File: src/rtl/dm_pkg.sv
// Shared DMI types: DTM op codes, sticky error codes, response codes and issue FSM states.
package dm;
  typedef enum logic [1:0] {
    DtmNop      = 2'd0,
    DtmRead     = 2'd1,
    DtmWrite    = 2'd2,
    DtmReserved = 2'd3
  } dtm_op_e;

  typedef enum logic [1:0] {
    DmiNoError  = 2'd0,
    DmiReserved = 2'd1,
    DmiOpFailed = 2'd2,
    DmiBusy     = 2'd3
  } dmi_error_e;

  typedef enum logic [1:0] {
    Idle     = 2'd0,
    Issue    = 2'd1,
    WaitResp = 2'd2
  } issue_state_e;

  localparam logic [1:0] RespOk     = 2'd0;
  localparam logic [1:0] RespFailed = 2'd2;
  localparam logic [1:0] RespBusy   = 2'd3;
endpackage

File: src/rtl/dmi_access_fifo.sv
// Synchronous request FIFO with wrap-bit pointers and a flush that can spare the head entry.
module dmi_access_fifo #(
  parameter int Width = 41,
  parameter int Depth = 4
) (
  input  logic             clk_i,
  input  logic             rst_i,
  input  logic             push,
  input  logic             pop,
  input  logic             flush,
  input  logic             keep_head,
  input  logic [Width-1:0] wdata,
  output logic [Width-1:0] rdata,
  output logic             full,
  output logic             empty
);
  localparam int PtrW = $clog2(Depth);
  localparam logic [PtrW:0] One = (PtrW+1)'(1);

  logic [Width-1:0] mem [Depth];
  logic [PtrW:0]    wptr_q, rptr_q, rptr_nx;

  assign empty   = wptr_q == rptr_q;
  assign full    = (wptr_q[PtrW] != rptr_q[PtrW]) && (wptr_q[PtrW-1:0] == rptr_q[PtrW-1:0]);
  assign rdata   = mem[rptr_q[PtrW-1:0]];
  assign rptr_nx = (pop && !empty) ? rptr_q + One : rptr_q;

  always_ff @(posedge clk_i) begin
    if (rst_i) begin
      wptr_q <= '0;
      rptr_q <= '0;
      for (int i = 0; i < Depth; i++) mem[i] <= '0;
    end else begin
      rptr_q <= rptr_nx;
      // A head that is still being presented survives the flush; popping it empties the queue.
      if (flush) wptr_q <= (keep_head && !empty && !pop) ? rptr_q + One : rptr_nx;
      else if (push && !full) begin
        mem[wptr_q[PtrW-1:0]] <= wdata;
        wptr_q                <= wptr_q + One;
      end
    end
  end
endmodule

File: src/rtl/dmi_access_engine.sv
// DMI access engine: turns TAP DR scans into queued DMI requests and keeps sticky DTM status.
module dmi_access_engine
  import dm::*;
#(
  parameter int AddrWidth = 7,
  parameter int DataWidth = 32,
  parameter int FifoDepth = 4
) (
  input  logic                 clk_i,
  input  logic                 rst_i,
  input  logic                 capture_dr_i,
  input  logic                 shift_dr_i,
  input  logic                 update_dr_i,
  input  logic                 dmi_access_i,
  input  logic                 dmi_reset_i,
  input  logic                 dmi_hardreset_i,
  input  logic                 dmi_tdi_i,
  output logic                 dmi_tdo_o,
  output logic [1:0]           dmi_error_o,
  output logic [AddrWidth-1:0] req_addr_o,
  output logic [DataWidth-1:0] req_data_o,
  output logic [1:0]           req_op_o,
  output logic                 req_valid_o,
  input  logic                 req_ready_i,
  input  logic [DataWidth-1:0] resp_data_i,
  input  logic [1:0]           resp_resp_i,
  input  logic                 resp_valid_i,
  output logic                 resp_ready_o
);
  localparam int DrWidth = AddrWidth + DataWidth + 2;

  logic [DrWidth-1:0]   dr_q, head;
  logic [AddrWidth-1:0] last_addr_q;
  logic [DataWidth-1:0] rdata_q;
  logic                 read_pending_q, discard_q;
  dmi_error_e           error_q;
  issue_state_e         state_q, state_d;
  logic                 capture, shift, update, full, empty, busy, push;
  logic                 issuing, accept, head_is_read;
  logic [1:0]           status;

  assign capture      = capture_dr_i & dmi_access_i;
  assign shift        = shift_dr_i & dmi_access_i;
  assign update       = update_dr_i & dmi_access_i;
  assign busy         = full | read_pending_q;
  assign push         = update & !dmi_hardreset_i & (error_q == DmiNoError) & !busy &
                        ((dr_q[1:0] == DtmRead) | (dr_q[1:0] == DtmWrite));
  assign issuing      = state_q == Issue;
  assign accept       = issuing & req_ready_i;
  assign head_is_read = head[1:0] == DtmRead;
  assign status       = (error_q != DmiNoError) ? error_q : (read_pending_q ? DmiBusy : DmiNoError);
  assign dmi_tdo_o    = dr_q[0];
  assign dmi_error_o  = error_q;

  dmi_access_fifo #(.Width(DrWidth), .Depth(FifoDepth)) u_fifo (
    .clk_i    (clk_i),
    .rst_i    (rst_i),
    .push     (push),
    .pop      (accept),
    .flush    (dmi_hardreset_i),
    .keep_head(issuing),
    .wdata    (dr_q),
    .rdata    (head),
    .full     (full),
    .empty    (empty)
  );

  // A push this cycle lets Idle skip straight to Issue so the request shows one cycle after update.
  always_comb begin
    state_d = state_q;
    unique case (state_q)
      Idle:     if ((!empty && !dmi_hardreset_i) || push) state_d = Issue;
      Issue:    if (req_ready_i) state_d = head_is_read ? WaitResp : Idle;
      WaitResp: if (resp_valid_i) state_d = Idle;
      default:  state_d = Idle;
    endcase
  end

  always_comb begin
    req_valid_o  = issuing;
    req_addr_o   = '0;
    req_data_o   = '0;
    req_op_o     = '0;
    resp_ready_o = 1'b1;
    if (issuing) {req_addr_o, req_data_o, req_op_o} = head;
  end

  always_ff @(posedge clk_i) begin
    if (rst_i) begin
      state_q        <= Idle;
      dr_q           <= '0;
      last_addr_q    <= '0;
      rdata_q        <= '0;
      read_pending_q <= 1'b0;
      discard_q      <= 1'b0;
      error_q        <= DmiNoError;
    end else begin
      state_q <= state_d;
      if (shift)        dr_q <= {dmi_tdi_i, dr_q[DrWidth-1:1]};
      else if (capture) dr_q <= {last_addr_q, rdata_q, status};
      if (capture && read_pending_q)                   error_q <= DmiBusy;
      if (update && error_q == DmiNoError && busy)     error_q <= DmiBusy;
      if (state_q == WaitResp && resp_valid_i) begin
        discard_q <= 1'b0;
        if (!discard_q && !dmi_hardreset_i) begin
          rdata_q        <= resp_data_i;
          read_pending_q <= 1'b0;
          if (resp_resp_i == RespFailed)    error_q <= DmiOpFailed;
          else if (resp_resp_i == RespBusy) error_q <= DmiBusy;
        end
      end
      if (push) begin
        last_addr_q <= dr_q[DrWidth-1 -: AddrWidth];
        if (dr_q[1:0] == DtmRead) read_pending_q <= 1'b1;
      end
      // Any read already handed to (or being offered to) the DM is drained but its data dropped.
      if (dmi_hardreset_i) begin
        dr_q           <= '0;
        read_pending_q <= 1'b0;
        error_q        <= DmiNoError;
        if ((state_q == WaitResp && !resp_valid_i) || (issuing && head_is_read)) discard_q <= 1'b1;
      end
      if (dmi_reset_i) error_q <= DmiNoError;
    end
  end
endmodule
File: config.mk
export PLATFORM = sky130hd
export DESIGN_NAME = dmi_access_engine
export DESIGN_NICKNAME = d
export VERILOG_FILES = /design/src/rtl/dm_pkg.sv /design/src/rtl/dmi_access_fifo.sv /design/src/rtl/dmi_access_engine.sv
export SDC_FILE = /design/constraint.sdc
export NUM_CORES = 1
export LEC_CHECK = 0
export BUFFER_PORTS_ARGS = -buffer_cell sky130_fd_sc_hd__buf_2
export CORE_UTILIZATION = 54
export DETAILED_ROUTE_END_ITERATION = 7
export PLACE_DENSITY = 0.83
export SLEW_MARGIN = 25
export SYNTH_ARGS = -nofsm -noshare
export SYNTH_HDL_FRONTEND = slang
export SYNTH_SLANG_ARGS = --single-unit
File: constraint.sdc
create_clock -name clk_i -period 2.6 [get_ports clk_i]
set_clock_uncertainty 0.2 [all_clocks]
set_input_delay 0.13 -clock clk_i [delete_from_list [all_inputs] [get_ports clk_i]]
set_output_delay 0.13 -clock clk_i [all_outputs]
set_load 0.005 [all_outputs]
# Yosys cells after proc, flatten, opt, wreduce, memory -nomap -nowiden
# Memory sizes are Yosys's and may differ from the RTL's. A register that Yosys moved wholly into a read port is not among the register bits.
# Index checks and enable logic that the tools add are counted.
# totals
register_bits	92
memories	1
ram_bits	164
# memory_table
name	words	width	read_ports	rd_clocked_by_memory_dff	wr	line	rtl
u_fifo.mem	4	41	1	1	4	dmi_access_fifo.sv:20	logic [Width-1:0] mem [Depth];
# op_classes
eq_ne	13
reduce_logical	32
n_addsub	2
bitwise_logic	10
mux	39
# ops
cell	count
2-to-1 mux 41 bit	3
OR reduction 41 bit	1
2-to-1 mux 32 bit	1
2-to-1 mux 2 bit	15
2-to-1 mux 1 bit	14
logical AND 1 bit	13
2-to-1 mux 3 bit	4
bitwise AND 1 bit	8
== test 2 bit (second input constant)	4
zero test 1 bit	7
2-to-1 mux 7 bit	1
adder 3 x 1 -> 3 bit (second input constant)	2
== test 2 x 1 -> 1 bit (second input constant)	3
!= test 2 bit (second input constant)	3
one-hot mux 2 bit (3 select lines)	1
nonzero test 2 bit	3
zero test 2 bit	2
== test 3 bit	1
AND reduction 3 bit	1
OR reduction 3 bit	1
== test 2 bit	1
logical OR 1 bit	2
bitwise OR 1 bit	2
AND reduction 2 bit	1
2 further kinds	2

# Depth between registers and ports, before layout
# Gate-level depths: netlist of run 1.
# depth
depth_word	13
mapped_depth	6
depth_no_buf	5

# Cells and area by module
# A second synthesis of run 1 with hierarchy kept.
# unflattened
hier_cells	948
area_unflattened_um2	11392.2
# modules_own_cells
module	cells_each	n_inst	seq_area_each_um2	area_per_inst_um2
dmi_access_fifo	461	1	5044.8	7542.2
dmi_access_engine	487	1	1721.7	3849.9

# Worst setup path after synthesis of run 1
# Ideal clock, no wire load.
# synth_timing
path_kind	register to register
startpoint	reg dr_q[1]
endpoint	mem u_fifo.mem[0][0], enable pin
arrival_time_ps	2110
path_stages_with_launch	6
slack_ps	-90
synth_period_minus_slack_ps	2690
required_ps	2020
setup_time_ps	380
path_cell_list	dfxtp_1 -> inv_1 -> ha_1 -> nand4b_1 -> nor4_4 -> or2_2
# synth_lines
item	line	rtl
from (decl)	dmi_access_engine.sv:32	logic [DrWidth-1:0] dr_q, head;
from (signal assigned)	dmi_access_engine.sv:99	if (shift) dr_q <= {dmi_tdi_i, dr_q[DrWidth-1:1]};
from (signal assigned)	dmi_access_engine.sv:100	else if (capture) dr_q <= {last_addr_q, rdata_q, status};
to (decl)	dmi_access_fifo.sv:20	

==> reports/metrics.cfg, run 1 <==
[drt]
highest_layer=met4
first_pass_iters=5
ant_nets=0
vias=7833
drt-wirelength-per-cell_um=19.4
drtIter0Drc=553
wl_met2_mm=13.7
wl_met1_mm=10.6
drt-vias-per-instance=5.74
routed_wl_mm=26.5
dr_wl_met3_mm=1.56
route.detailed.drc=0

[yosys]
seq_area_frac_synth=0.592
yosysWarnings=0
yosysMostFrequentCell=and2_1
synth-edff-count=164
synth_common_cells=203 x and2_1, 164 x edfxtp_1, 110 x nand2_1
yosys.area_share.adder=0.00328
syn_inst=954
mappedNetlistArea_um2=11400
ys_async_sr_fraction=0
synth_xor_area_frac=0.00755
synth_top_family_by_area=simple AND/OR/NAND/NOR gates
synthTopCellsByArea=edfxtp_1 43%, dfxtp_1 16%, and2_1 11%, mux4_2 8.1%, nand2_1 3.6%
syn_nets=1002
synth_top_area_frac=0.431
synth_compound_area_frac=0.0723
synth_seq_cells=256
synth_flop_cell=edfxtp_1
syn_area_per_cell_um2=12.0
muxShareOfSynthArea=0.0825
synth_simple_gate_area_frac=0.207
yosysTopAreaCell=edfxtp_1
synth_cell_types=54

[timing]
fmax_mhz=398
max-slew-margin-rel=0.594
setup_viol=0
finalHoldViolCount=0
rsz0062_at_grt=no
period_needed_ns=2.52
finalMaxSlewViolations=0
whs_ns=0.0567
layout_worst_path_cycle_share=0.967
worst_pin_slew_ns=0.605
setup_tns_ns=0

[pwr]
swShare=0.212
p_int_mw=6.78
switchingPower_mw=1.83
pwr-share-comb=0.055
p_leak_nw=4.95
seq_power_share=0.522
p_per_area_nw_per_um2=634
ir_drop_mv=0.392
p_clk_frac=0.424
p_total_mw=8.60

[cts]
clk_latency_ns=0.52
htree_num_levels=1
root_buffer=clkbuf_16
cts_sinks=256
clk_path_buf_depth=3
clk_pin_slew_ns=0.06
cts_made_buffers=26
cts_tree=built
postCtsSetupRepairBufs=0

[global_routing]
antenna_found_initial=1
grt_pass1_vias=7754
grt_pass1_wl_mm=41.2
grtUsageTotal=0.245
grt_start_max_net_pins=80
gr-total-overflow=0

[layout]
fillers=1498
diodes=0
area_growth_syn_to_layout_pct=18.6
fin_cells=1365
post-route-util=0.662
drive_gt1_frac=0.203
nets=1123

[placement]
gp_congestion=0.900
io_buffers=89
dpl.hpwl_mm=15.9
dp_cells=1273

[die]
die_area_um2=21800
core_area_um2=20500
start_util=0.558
num_rows=52
die_h_um=148
top_level_ports=91
die_w_um=148

[worst_setup_path]
crit_type=reg -> out
crit_fanout=22
slowest_stage=mux4_2
cp_cell_sequence=buf_16 > mux4_2 > and2_1 > buf_2
cp-start-kind=flop
end_kind=primary output
critical_path_arrival_ns=2.19
cp_data_required_time_ns=2.27
slowest_delay_ns=0.53

[worst_hold_path]
hold_path_class=in -> reg

[run]
drv_cap=0

[status]
outcome=finished, final reports clean

[final cells by class]
| type | count | area [um^2] | share of cell area |
|---|---|---|---|
| Multi-Input combinational cell | 613 | 4280 | 0.316 |
| Clock buffer | 37 | 733 | 0.0541 |
| Tap cell | 270 | 338 | 0.0249 |
| Inverter | 6 | 22.5 | 0.00166 |
| Sequential cell | 256 | 6770 | 0.499 |
| Timing Repair Buffer | 172 | 1320 | 0.0971 |
| Clock inverter | 11 | 101 | 0.00747 |
[worst max-delay path: cells and delay by family (launching register included)]
family                 cells  cell delay [ns]
flip-flops                 1             0.49
multiplexers               1             0.53
AND/OR/NAND/NOR            1             0.23
buffers and inverters      2             0.41
[stage by stage]
stage / instance area (um^2) / setup WS (ns)
global route: 13600 / 0.0452
detailed placement: 12300 / 0.253
finish: 13600 / 0.0848
CTS: 13500 / 0.00576
floorplan: 11400 / 0.00335
global placement: 12300 / 0.278
[what timing repair did]
item / in CTS / in global routing
endpoints found under the hold margin: 56 / 0
setup endpoints to repair: 1 / 11
gates resized for setup: 2 / 0
cloned: 0 / 1
hold buffers: 43 / 0
[sequential cells by signal, indices dropped and copies added, names as in the netlist]
register and flops:
discard_q 1, read_pending_q 1, state_q 2, u_fifo.wptr_q 3
u_fifo.rptr_q 3, dr_q 41, rdata_q 32, u_fifo.mem 164
last_addr_q 7, dmi_error_o 2
[cells in the final DEF (no fill, tap or decap), types with 3 or more instances in the layout]
cell type and count:
ha_1 3, nor3b_1 3, buf_12 8, clkbuf_1 8, a31oi_1 3, clkbuf_16 28, xnor2_1 6, o21ai_0 3
inv_1 6, buf_4 29, buf_2 89, clkinv_2 3, dfxtp_1 90, nand2_1 110, nand3_1 39, o31ai_1 7
clkinv_1 5, nor3_1 5, nor2_1 49, nand4_1 11, mux4_2 41, a21oi_1 43, dlygate4sd3_1 43, and2_1 203
edfxtp_1 164, a311oi_1 40
[worst paths after layout]
kind,start,end,slack [ns],cells after the start
min,dmi_access_i,last_addr_q[0],0.06,5
max reg2reg,u_fifo.wptr_q[1],dmi_error_o[0],0.15,6
max,u_fifo.rptr_q[0],req_data_o[9],0.08,4
min reg2reg,rdata_q[0],rdata_q[0],0.25,2
[per-layer routing]
metal	vias up	track usage
met5	-	0
met2	285	0.434
met1	3817	0.310
met4	0	0.0830
li1	3671	-
met3	60	0.0330
[power groups by stage]
stage               logic, mW  clock network (mW)  registers (mW)
floorplan               0.247                   0            4.55
global placement        0.408                   0            4.56
detailed placement      0.417                   0            4.57
CTS                     0.466                3.67            4.49
global route            0.505                3.83            4.50
finish                  0.470                3.64            4.49
[cell families (layout without fill, tap and decap cells)]
| group | Yosys count | count (layout) |
|---|---|---|
| xor+xnor | 9 | 9 |
| fa+ha+maj | 3 | 3 |
| simple gates | 441 | 441 |
| compound gates | 116 | 116 |
| mux | 43 | 43 |
| other cells | 1 | 1 |
| buf+inv | 85 | 226 |
| flops | 256 | 256 |
No activity file was read; power rests on OpenSTA's default activity.
==> run 2: changes to the inputs <==
SETUP_SLACK_MARGIN = 0.5   (was not set)
==> run 2 against run 1 <==
Compared with the run above: cell count rose by 4.2%; register-to-register slack improved by 0.04 ns; critical path depth increased by 2; core utilization up 6.6 points; clock-buffer cell count increased by 8; combinational power increased by 35%; largest cell class unchanged; first-iteration DRC count grew 91%; via count increased by 14%; sequential power hardly changed; total power is 1.6% higher; die area stayed put.
==> reports/metrics.cfg, run 2 (same netlist as run 1, synthesis figures left out) <==
[pwr]
p_leak_nw=5.47  ; was 4.95 nW
ir_drop_mv=0.783  ; was 0.392 mV
p_per_area_nw_per_um2=587  ; was 634 nW/um^2

[drt]
drt-wirelength-per-cell_um=24.5  ; was 19.4 um
ant_nets=0  ; unchanged
route.detailed.drc=0  ; unchanged
vias=8929  ; was 7,833
drtIter0Drc=1056  ; was 553
routed_wl_mm=34.9  ; was 26.5 mm
first_pass_iters=7  ; was 5
drt-vias-per-instance=6.28  ; was 5.74

[placement]
dpl.hpwl_mm=16.4  ; was 15.9 mm
dp_cells=1273  ; unchanged
io_buffers=89  ; unchanged
gp_congestion=0.932  ; was 0.900

[worst_setup_path]
crit_fanout=7  ; was 22
critical_path_arrival_ns=2.09  ; was 2.19 ns
crit_type=reg -> out  ; unchanged
cp_data_required_time_ns=2.27  ; about the same
end_kind=primary output  ; unchanged
cp_cell_sequence=buf_12 > buf_12 > buf_16 > mux4_2 > and2_4 > buf_2  ; was buf_16 > mux4_2 > and2_1 > buf_2
r2r_slack_ns=0.19  ; was 0.15 ns
reg2reg_to=u_fifo.mem[2][14]  ; was dmi_error_o[0]
r2r_cells=10  ; was 6
r2r_start=u_fifo.rptr_q[0]  ; was u_fifo.wptr_q[1]
slowest_stage=mux4_2  ; unchanged
cp-start-kind=flop  ; unchanged
cp_common_cell=buf_12
slowest_delay_ns=0.51  ; was 0.53 ns

[timing]
worst_pin_slew_ns=0.691  ; was 0.605 ns
setup_tns_ns=0  ; unchanged
max-slew-margin-rel=0.540  ; was 0.594
layout_worst_path_cycle_share=0.931  ; was 0.967
finalHoldViolCount=0  ; unchanged
fmax_mhz=413  ; was 398 MHz
period_needed_ns=2.42  ; was 2.52 ns
rsz0062_at_grt=yes  ; was no
setup_viol=0  ; unchanged
finalMaxSlewViolations=0  ; unchanged

[global_routing]
grtUsageTotal=0.286  ; was 0.245
gr-total-overflow=0  ; unchanged
grt_start_max_net_pins=56  ; was 80
antenna_found_initial=0  ; was 1
grt_pass1_wl_mm=47.5  ; was 41.2 mm
grt_pass1_vias=8529  ; was 7,754

[layout]
fin_cells=1422  ; was 1,365
nets=1180  ; was 1,123
post-route-util=0.727  ; was 0.662
fillers=1170  ; was 1,498
layout_commonest_cell=and2_1  ; unchanged
diodes=0  ; unchanged
regMostFlops=u_fifo.mem  ; unchanged
largest_register_ffs=164  ; unchanged
area_growth_syn_to_layout_pct=30.3  ; was 18.6%
reg.largest.list=u_fifo.mem: 164 flops, dr_q: 41 flops, rdata_q: 32 flops  ; unchanged
layout_common_cells=176 x and2_1, 164 x edfxtp_1, 110 x nand2_1, 86 x dfxtp_1, 65 x buf_2  ; was 203 x and2_1, 164 x edfxtp_1, 110 x nand2_1, 90 x dfxtp_1, 89 x buf_2
drive_gt1_frac=0.284  ; was 0.203

[die]
core_area_um2=20500  ; unchanged
top_level_ports=91  ; unchanged
num_rows=52  ; unchanged
die_area_um2=21800  ; unchanged
die_h_um=148  ; unchanged
start_util=0.558  ; unchanged
die_w_um=148  ; unchanged

[run]
drv_cap=0  ; unchanged

[cts]
cts_made_buffers=26  ; unchanged
clk_pin_slew_ns=0.06  ; about the same
clk_path_buf_depth=3  ; unchanged
clk_latency_ns=0.54  ; was 0.52 ns
cts_sinks=256  ; unchanged
htree_num_levels=1  ; unchanged
root_buffer=clkbuf_16  ; unchanged
cts_tree=built  ; unchanged

[worst_hold_path]
hold_start=dmi_access_i  ; unchanged
hold_end=dr_q[9]  ; was last_addr_q[0]
hold_path_class=in -> reg  ; unchanged
holdPathStages=4  ; was 5

[status]
outcome=finished, final reports clean  ; unchanged

run 2: critical path, delay by kind of cell, from the launching register on:
| family | cells | cell delay, ns |
|---|---|---|
| and+or+nand+nor | 1 | 0.15 |
| DFF | 1 | 0.36 |
| muxes | 1 | 0.51 |
| buffers and inverters | 4 | 0.51 |
run 2: layout make-up:
cell class                 count  area (um^2)  area share
timing repair buffer         228         2420       0.163
clock buffer                  45          790      0.0530
clock inverter                 3         17.5     0.00118
sequential                   256         6790       0.455
tap                          270          338      0.0227
multi-input combinational    614         4520       0.303
inverter                       6         28.8     0.00193
run 2: metal layers:
layer | GRT usage | up-vias | part of all wire
met3 | 0.0438 | 168 | 0.097
met5 | 0 | - | 0
met4 | 0.139 | 0 | 0.059
met1 | 0.356 | 4323 | 0.34
met2 | 0.488 | 639 | 0.50
li1 | - | 3799 | -
run 2: how the worst max path moves through the flow:
stage | slack, ns | to | startpoint | cells past startpoint
2_1_floorplan | 0.22 | u_fifo.mem[0][0] | dr_q[1] | 5
3_3_place_gp | 0.36 | u_fifo.mem[0][36] | u_fifo.rptr_q[2] | 5
3_5_place_dp | 0.27 | u_fifo.mem[2][7] | u_fifo.rptr_q[2] | 5
4_1_cts | 0.22 | req_data_o[15] | u_fifo.rptr_q[0] | 6
5_1_grt | 0.11 | u_fifo.mem[0][25] | u_fifo.rptr_q[0] | 10
6_report | 0.18 | req_data_o[16] | u_fifo.rptr_q[0] | 6
run 2: what timing repair did:
| action | in CTS | in global routing |
|---|---|---|
| hold buffers | 42 | 0 |
| pin swaps | 30 | 20 |
| endpoints found under the setup margin | 333 | 373 |
| hold endpoints to repair | 61 | 0 |
| resized for setup | 39 | 78 |
| cloned | 8 | 12 |
| setup buffers | 23 | 16 |
run 2: power breakdown:
part	total [mW]	switching [mW]	internal (mW)
combinational	0.635	0.336	0.299
sequential	4.50	0.0756	4.42
clock	3.61	1.56	2.05
total	8.75	1.97	6.77
run 2: per-stage QoR:
| step | instance area (um^2) | hold slack (ns) | setup WS [ns] | power, mW |
|---|---|---|---|---|
| 2_1_floorplan | 11500 | 0.0660 | 0.220 | 4.80 |
| 3_3_place_gp | 12300 | 0.172 | 0.364 | 4.98 |
| 3_5_place_dp | 12300 | 0.177 | 0.272 | 5.00 |
| 4_1_cts | 14200 | 0.00376 | 0.217 | 8.58 |
| 5_1_grt | 14900 | 0.0426 | 0.105 | 8.96 |
| 6_report | 14900 | 0.0338 | 0.180 | 8.75 |
